[src/rtl/axi_mon_pkg.sv]
`default_nettype none
// ============================================================================
// Module   : axi_mon_pkg
// Brief    : Shared definitions for the AXI protocol monitor: error index
//            enumeration, error count and address/size helper functions.
// Revision : 1.0 - initial release
// ============================================================================
package axi_mon_pkg;

    localparam int ERR_N = 16;

    // Bit positions of err_sticky; also the values reported on first_err
    typedef enum logic [3:0] {
        ERR_AW_STAB = 4'd0,
        ERR_W_STAB  = 4'd1,
        ERR_B_STAB  = 4'd2,
        ERR_AR_STAB = 4'd3,
        ERR_R_STAB  = 4'd4,
        ERR_AW_TO   = 4'd5,
        ERR_W_TO    = 4'd6,
        ERR_B_TO    = 4'd7,
        ERR_AR_TO   = 4'd8,
        ERR_R_TO    = 4'd9,
        ERR_AW_ALGN = 4'd10,
        ERR_AR_ALGN = 4'd11,
        ERR_B_UNEXP = 4'd12,
        ERR_R_UNEXP = 4'd13,
        ERR_WR_OVF  = 4'd14,
        ERR_RD_OVF  = 4'd15
    } err_idx_e;

    // Address is misaligned for the beat size, or the beat is wider than the bus.
    // Sizes top out at 128 bytes, so only the low 7 address bits matter.
    function automatic logic align_err(
        input logic [6:0]  addr_lo,
        input logic [2:0]  size,
        input int unsigned bus_bytes
    );
        logic [7:0] bytes;
        bytes     = 8'd1 << size;
        align_err = (|(addr_lo & 7'(bytes - 8'd1))) || (32'(bytes) > bus_bytes);
    endfunction

    // Lowest set index of an error vector (0 when the vector is empty)
    function automatic logic [3:0] lowest_idx(input logic [ERR_N-1:0] vec);
        lowest_idx = '0;
        for (int i = ERR_N - 1; i >= 0; i--) begin
            if (vec[i]) lowest_idx = 4'(i);
        end
    endfunction

endpackage : axi_mon_pkg
`default_nettype wire

[src/rtl/axi_chan_watch.sv]
`default_nettype none
// ============================================================================
// Module   : axi_chan_watch
// Brief    : Watches one valid/ready channel for payload/valid instability
//            during a stall and for stalls lasting TIMEOUT cycles. Both error
//            outputs are combinational on the current inputs.
// Revision : 1.0 - initial release
// ============================================================================
module axi_chan_watch #(
    parameter int PAYLOAD_W = 1,
    parameter int TIMEOUT   = 16
) (
    input  logic                 clk,
    input  logic                 rst,
    input  logic                 i_valid,
    input  logic                 i_ready,
    input  logic [PAYLOAD_W-1:0] i_payload,
    output logic                 o_stab_err,
    output logic                 o_timeout_err
);

    localparam int STALL_W = $clog2(TIMEOUT + 1);
    localparam logic [STALL_W-1:0] c_stall_max  = STALL_W'(TIMEOUT);
    localparam logic [STALL_W-1:0] c_stall_trip = STALL_W'(TIMEOUT - 1);

    logic                 r_prev_stall;
    logic [PAYLOAD_W-1:0] r_prev_payload;
    logic [STALL_W-1:0]   r_stall_cnt;
    logic                 w_stall;

    assign w_stall = i_valid && !i_ready;

    // A stall last cycle obliges valid and payload to be held this cycle
    assign o_stab_err = r_prev_stall && (!i_valid || (i_payload != r_prev_payload));

    // Fires only on the edge where the counter steps onto TIMEOUT
    assign o_timeout_err = w_stall && (r_stall_cnt == c_stall_trip);

    // Remember the previous cycle's stall state and payload
    always_ff @(posedge clk) begin
        if (rst) begin
            r_prev_stall   <= 1'b0;
            r_prev_payload <= '0;
        end else begin
            r_prev_stall   <= w_stall;
            r_prev_payload <= i_payload;
        end
    end

    // Saturating stall-length counter, cleared by handshake or idle
    always_ff @(posedge clk) begin
        if (rst) begin
            r_stall_cnt <= '0;
        end else if (!w_stall) begin
            r_stall_cnt <= '0;
        end else if (r_stall_cnt != c_stall_max) begin
            r_stall_cnt <= r_stall_cnt + STALL_W'(1);
        end
    end

endmodule : axi_chan_watch
`default_nettype wire

[src/rtl/axi_proto_monitor.sv]
`default_nettype none
// ============================================================================
// Module   : axi_proto_monitor
// Brief    : Passive AXI protocol checker. Flags handshake stability, stall
//            timeouts, address alignment, unexpected responses and
//            outstanding-transaction overflow into sticky/pulse status.
// Revision : 1.0 - initial release
// ============================================================================
module axi_proto_monitor
    import axi_mon_pkg::*;
#(
    parameter  int ADDR_W  = 32,
    parameter  int DATA_W  = 32,
    parameter  int TIMEOUT = 16,
    parameter  int MAX_OUT = 8,
    localparam int CNT_W   = $clog2(MAX_OUT + 1)
) (
    input  logic              aclk,
    input  logic              reset,
    // Write address
    input  logic              awvalid,
    input  logic              awready,
    input  logic [ADDR_W-1:0] awaddr,
    input  logic [2:0]        awsize,
    // Write data
    input  logic              wvalid,
    input  logic              wready,
    input  logic              wlast,
    input  logic [DATA_W-1:0] wdata,
    // Write response
    input  logic              bvalid,
    input  logic              bready,
    input  logic [1:0]        bresp,
    // Read address
    input  logic              arvalid,
    input  logic              arready,
    input  logic [ADDR_W-1:0] araddr,
    input  logic [2:0]        arsize,
    // Read data
    input  logic              rvalid,
    input  logic              rready,
    input  logic              rlast,
    input  logic [DATA_W-1:0] rdata,
    input  logic [1:0]        rresp,
    // Status
    input  logic              clr_err,
    output logic [ERR_N-1:0]  err_sticky,
    output logic              err_pulse,
    output logic              first_err_vld,
    output logic [3:0]        first_err,
    output logic [CNT_W-1:0]  wr_out,
    output logic [CNT_W-1:0]  rd_out
);

    localparam int          LO_W        = (ADDR_W < 7) ? ADDR_W : 7;
    localparam int unsigned c_bus_bytes = DATA_W / 8;
    localparam logic [CNT_W-1:0] c_max_out = CNT_W'(MAX_OUT);

    logic [4:0] w_stab;
    logic [4:0] w_to;

    logic w_aw_hs, w_b_hs, w_ar_hs, w_rl_hs;
    logic w_aw_algn, w_ar_algn;
    logic w_b_unexp, w_r_unexp, w_wr_ovf, w_rd_ovf;
    logic [CNT_W-1:0] w_wr_next, w_rd_next;
    logic [ERR_N-1:0] w_viol;

    logic [CNT_W-1:0] r_wr_out, r_rd_out;
    logic [ERR_N-1:0] r_viol;
    logic [ERR_N-1:0] r_sticky;
    logic             r_pulse;
    logic             r_first_vld;
    logic [3:0]       r_first;

    // ---------------------------------------------------------------- channels
    axi_chan_watch #(.PAYLOAD_W(ADDR_W + 3), .TIMEOUT(TIMEOUT)) u_aw_watch (
        .clk(aclk), .rst(reset), .i_valid(awvalid), .i_ready(awready),
        .i_payload({awaddr, awsize}),
        .o_stab_err(w_stab[0]), .o_timeout_err(w_to[0])
    );

    axi_chan_watch #(.PAYLOAD_W(DATA_W + 1), .TIMEOUT(TIMEOUT)) u_w_watch (
        .clk(aclk), .rst(reset), .i_valid(wvalid), .i_ready(wready),
        .i_payload({wdata, wlast}),
        .o_stab_err(w_stab[1]), .o_timeout_err(w_to[1])
    );

    axi_chan_watch #(.PAYLOAD_W(2), .TIMEOUT(TIMEOUT)) u_b_watch (
        .clk(aclk), .rst(reset), .i_valid(bvalid), .i_ready(bready),
        .i_payload(bresp),
        .o_stab_err(w_stab[2]), .o_timeout_err(w_to[2])
    );

    axi_chan_watch #(.PAYLOAD_W(ADDR_W + 3), .TIMEOUT(TIMEOUT)) u_ar_watch (
        .clk(aclk), .rst(reset), .i_valid(arvalid), .i_ready(arready),
        .i_payload({araddr, arsize}),
        .o_stab_err(w_stab[3]), .o_timeout_err(w_to[3])
    );

    axi_chan_watch #(.PAYLOAD_W(DATA_W + 3), .TIMEOUT(TIMEOUT)) u_r_watch (
        .clk(aclk), .rst(reset), .i_valid(rvalid), .i_ready(rready),
        .i_payload({rdata, rresp, rlast}),
        .o_stab_err(w_stab[4]), .o_timeout_err(w_to[4])
    );

    // ------------------------------------------------------------- handshakes
    assign w_aw_hs = awvalid && awready;
    assign w_b_hs  = bvalid && bready;
    assign w_ar_hs = arvalid && arready;
    assign w_rl_hs = rvalid && rready && rlast;

    assign w_aw_algn = w_aw_hs && align_err(7'(awaddr[LO_W-1:0]), awsize, c_bus_bytes);
    assign w_ar_algn = w_ar_hs && align_err(7'(araddr[LO_W-1:0]), arsize, c_bus_bytes);

    // Write outstanding tracking: an unmatched B underflows, an AW at the limit overflows
    always_comb begin
        w_wr_next = r_wr_out;
        w_b_unexp = 1'b0;
        w_wr_ovf  = 1'b0;
        case ({w_aw_hs, w_b_hs})
            2'b10: begin
                if (r_wr_out == c_max_out) w_wr_ovf  = 1'b1;
                else                       w_wr_next = r_wr_out + CNT_W'(1);
            end
            2'b01: begin
                if (r_wr_out == '0) w_b_unexp = 1'b1;
                else                w_wr_next = r_wr_out - CNT_W'(1);
            end
            default: ;
        endcase
    end

    // Read outstanding tracking: a burst completes on its last R beat
    always_comb begin
        w_rd_next = r_rd_out;
        w_r_unexp = 1'b0;
        w_rd_ovf  = 1'b0;
        case ({w_ar_hs, w_rl_hs})
            2'b10: begin
                if (r_rd_out == c_max_out) w_rd_ovf  = 1'b1;
                else                       w_rd_next = r_rd_out + CNT_W'(1);
            end
            2'b01: begin
                if (r_rd_out == '0) w_r_unexp = 1'b1;
                else                w_rd_next = r_rd_out - CNT_W'(1);
            end
            default: ;
        endcase
    end

    assign w_viol = {w_rd_ovf, w_wr_ovf, w_r_unexp, w_b_unexp,
                     w_ar_algn, w_aw_algn, w_to, w_stab};

    // Outstanding counters
    always_ff @(posedge aclk) begin
        if (reset) begin
            r_wr_out <= '0;
            r_rd_out <= '0;
        end else begin
            r_wr_out <= w_wr_next;
            r_rd_out <= w_rd_next;
        end
    end

    // Violations are staged once before reaching the status outputs
    always_ff @(posedge aclk) begin
        if (reset) r_viol <= '0;
        else       r_viol <= w_viol;
    end

    // Status: clear takes effect first so a coincident violation survives
    always_ff @(posedge aclk) begin
        if (reset) begin
            r_sticky    <= '0;
            r_pulse     <= 1'b0;
            r_first_vld <= 1'b0;
            r_first     <= '0;
        end else begin
            r_sticky <= (clr_err ? '0 : r_sticky) | r_viol;
            r_pulse  <= |r_viol;
            if ((|r_viol) && (clr_err || !r_first_vld)) begin
                r_first_vld <= 1'b1;
                r_first     <= lowest_idx(r_viol);
            end else if (clr_err) begin
                r_first_vld <= 1'b0;
                r_first     <= '0;
            end
        end
    end

    assign err_sticky    = r_sticky;
    assign err_pulse     = r_pulse;
    assign first_err_vld = r_first_vld;
    assign first_err     = r_first;
    assign wr_out        = r_wr_out;
    assign rd_out        = r_rd_out;

endmodule : axi_proto_monitor
`default_nettype wire
[config.mk]
export PLATFORM = sky130hd
export DESIGN_NAME = axi_proto_monitor
export DESIGN_NICKNAME = d
export VERILOG_FILES = /design/src/rtl/axi_mon_pkg.sv /design/src/rtl/axi_chan_watch.sv /design/src/rtl/axi_proto_monitor.sv
export SDC_FILE = /design/constraint.sdc
export NUM_CORES = 1
export LEC_CHECK = 0
export BUFFER_PORTS_ARGS = -buffer_cell sky130_fd_sc_hd__buf_2
export CORE_MARGIN = 1.5
export CORE_UTILIZATION = 55
export CTS_CLUSTER_DIAMETER = 60
export CTS_CLUSTER_SIZE = 20
export DETAILED_ROUTE_END_ITERATION = 10
export PLACE_DENSITY = 0.8
export SYNTH_ARGS = -nofsm -noshare
export SYNTH_HDL_FRONTEND = slang
export SYNTH_HIERARCHICAL = 1
export SYNTH_SLANG_ARGS = --single-unit
[constraint.sdc]
create_clock -name aclk -period 1.9 [get_ports aclk]
set_input_delay 0.19 -clock aclk [delete_from_list [all_inputs] [get_ports aclk]]
set_output_delay 0.19 -clock aclk [all_outputs]
set_load 0.01 [all_outputs]
==> results.cfg <==
[place]
gp_congestion = 0.819
port_buffers = 182
hpwl_um = 12500
dp_cells = 1249
place_area_mm2 = 0.00995

[timing]
fin_crit_ns = 1.73
max_slew_margin_pct = 66.7
setup_violations = 0
fin_worst_skew_ns = 0.00666
worst_pin_slew_ns = 0.499
finalSetupTns_ns = 0
rsz0062_at_grt = false
fmax_mhz = 579
hold_viol_final = 0
period_share_pct = 90.8
slew_viol_final = 0

[power]
power_density_mw_per_mm2 = 775
p_leak_nw = 5.16
total_power_w = 0.00904
ir_drop_mv = 0.825

[clock_network]
cts_buffers = 15
worstSkewPairLatency_ns = 0.46
clkTransAtPathRegs_ns = 0.08
htree_levels = 1
clockRootBuffer = clkbuf_16
clock_sinks = 216
cts_tree = built
clockBufferDepth = 3

[detailed_routing]
drt-total-wl_um = 20800
drtPass1Iterations = 4
final_antenna_net_count = 0
vias = 6942
wl_per_cell_um = 14.8
vias_per_cell = 4.96
drc = 0
drt_iter0_drc = 345

[synth]
synth_edf_count = 0
synth_top_flop_cell = dfxtp_1
ys_ff_latch = 216
synthArstFlopShare_pct = 0
yosysSeqAreaShare_pct = 49.4
syn_nets = 1042
syn-instance-count = 864
avgSynthCellArea_um2 = 10.1
syn-cell-area_mm2 = 0.00876
synth.distinct_cells = 57
yosysWarnings = 6

[finish]
fin_cells = 1401
post-route-util_pct = 76.0
layout.nets = 1364
drive_gt1_share_pct = 20.3
syn2layout_area_growth_pct = 33.3
final_area_mm2 = 0.0117
antenna_cells = 0

[grt]
overflow = 0
grt_max_degree = 66
grt_pass1_wl_um = 33700
grt_pass1_vias = 7158
grt_usage_pct = 24.9
antenna_found_initial = 0

[critical_path]
critical-path-max-stage-delay_ns = 0.54
crit_type = in2reg
critPathCaptureType = register
start_kind = primary input
worstPathMaxFanout = 2
critPathSlowestCell = dlygate4sd3_1
critPathRequiredTime_ns = 2.25
worstPathCellList = dlygate4sd3_1, buf_2, xor2_1, nor4_1, nand3_1, o41a_1, nor2b_1
worstPathArrival_ns = 2.07

[job]
cap_violations = 0

[floorplanning]
initial_utilization_pct = 57.0
io_pins = 183
dieArea_mm2 = 0.0167
core.rowCount = 45
die-width_um = 129
die_y_um = 129
core_area_mm2 = 0.0154

[worst_hold_path]
hold_path.class = in2reg

[run_status]
status = completed
## metrics by stage
step                hold WS (ns)  setup WS, ns
global route             0.00879         0.110
finish                    0.0146         0.174
CTS                     0.000400         0.218
floorplan                  0.262         0.176
global placement           0.423        0.0458
detailed placement         0.432       -0.0649
## placed cells by master, fill, tap and decap left out, drive strengths merged, types with 34 or more instances in the layout
cell type	Yosys	routed
dfxtp	216	216
buf	2	194
nor2b	153	153
dlygate4sd3	0	131
xor2	121	121
nor2	53	53
a21oi	38	38
xnor2	35	35
nor4	35	35
inv	33	34
## synthesized netlist by cell type, drive strengths merged, types with 6 or more instances
master	number	area [um^2]
dfxtp	216	4320
nor2b	153	957
xor2	121	1060
nor2	53	201
a21oi	38	190
nor4	35	244
xnor2	35	307
inv	33	124
nand2	25	96.4
ha	23	288
clkbuf	18	77.6
nand3	17	90.1
nor3	12	65.1
nand4	10	62.6
o21ai	7	35.0
and3	6	38.8
## timing repair
item,in CTS,in global routing
hold buffers,130,1
endpoints found under the hold margin,130,1
buffers inserted,0,0
gates resized for setup,0,0
## power breakdown
part / internal, W / switching, W / leakage [nW]
Clock: 0.00146 / 0.00149 / 0.204
Combinational: 0.000676 / 0.000567 / 3.17
Sequential: 0.00473 / 0.000120 / 1.78
Total: 0.00687 / 0.00218 / 5.16
## routing by layer
layer	global-route usage (%)	vias to the layer above	wire length, um
li1	-	3497	-
met1	29.3	3218	8820
met2	46.4	194	10400
met3	5.16	33	1150
met4	5.95	0	395
met5	0	-	0
## worst max-delay path: cells and delay by family
family	cells	cell delay (ns)
buf+inv	2	0.69
simple gates	3	0.66
compound gates	1	0.39
xor+xnor	1	0.15
## cell type report
type                       instances  area [um^2]
clock buffer                      17          383
clock inverter                     4         31.3
fill                             983         3700
inverter                          33          124
multi-input combinational        595         4220
sequential                       216         4320
tap                              211          264
timing repair buffer             325         2330
## sequential cells by signal, summed over array words and instances, names as in the netlist, 5 cells and up
name,flops
u_ar_watch/r_prev_payload,35
u_ar_watch/r_stall_cnt,5
u_r_watch/r_stall_cnt,5
r_viol,16
u_w_watch/r_stall_cnt,5
u_b_watch/r_stall_cnt,5
u_w_watch/r_prev_payload,33
u_aw_watch/r_prev_payload,35
err_sticky,16
u_aw_watch/r_stall_cnt,5
u_r_watch/r_prev_payload,35
## logic make-up after synthesis
kind of cell,synth area share [%]
xor gates and xnor gates,15.6
muxes,0.600
buffers and inverters,2.49
and+or+nand+nor,23.2
AOI/OAI and AO/OA,4.97
adders and majority gates,3.74
DFF,49.4
## final timing paths
check / from / end / slack (ns) / cells after the start
hold reg to reg: err_sticky[9] / err_sticky[9] / 0.49 / 2
hold / removal: rdata[20] / u_r_watch/r_prev_payload[23] / 0.01 / 2
setup / recovery: rdata[4] / r_viol[4] / 0.17 / 7
setup reg to reg: rd_out[1] / rd_out[3] / 0.24 / 6
No activity file was read; power rests on OpenSTA's default activity.
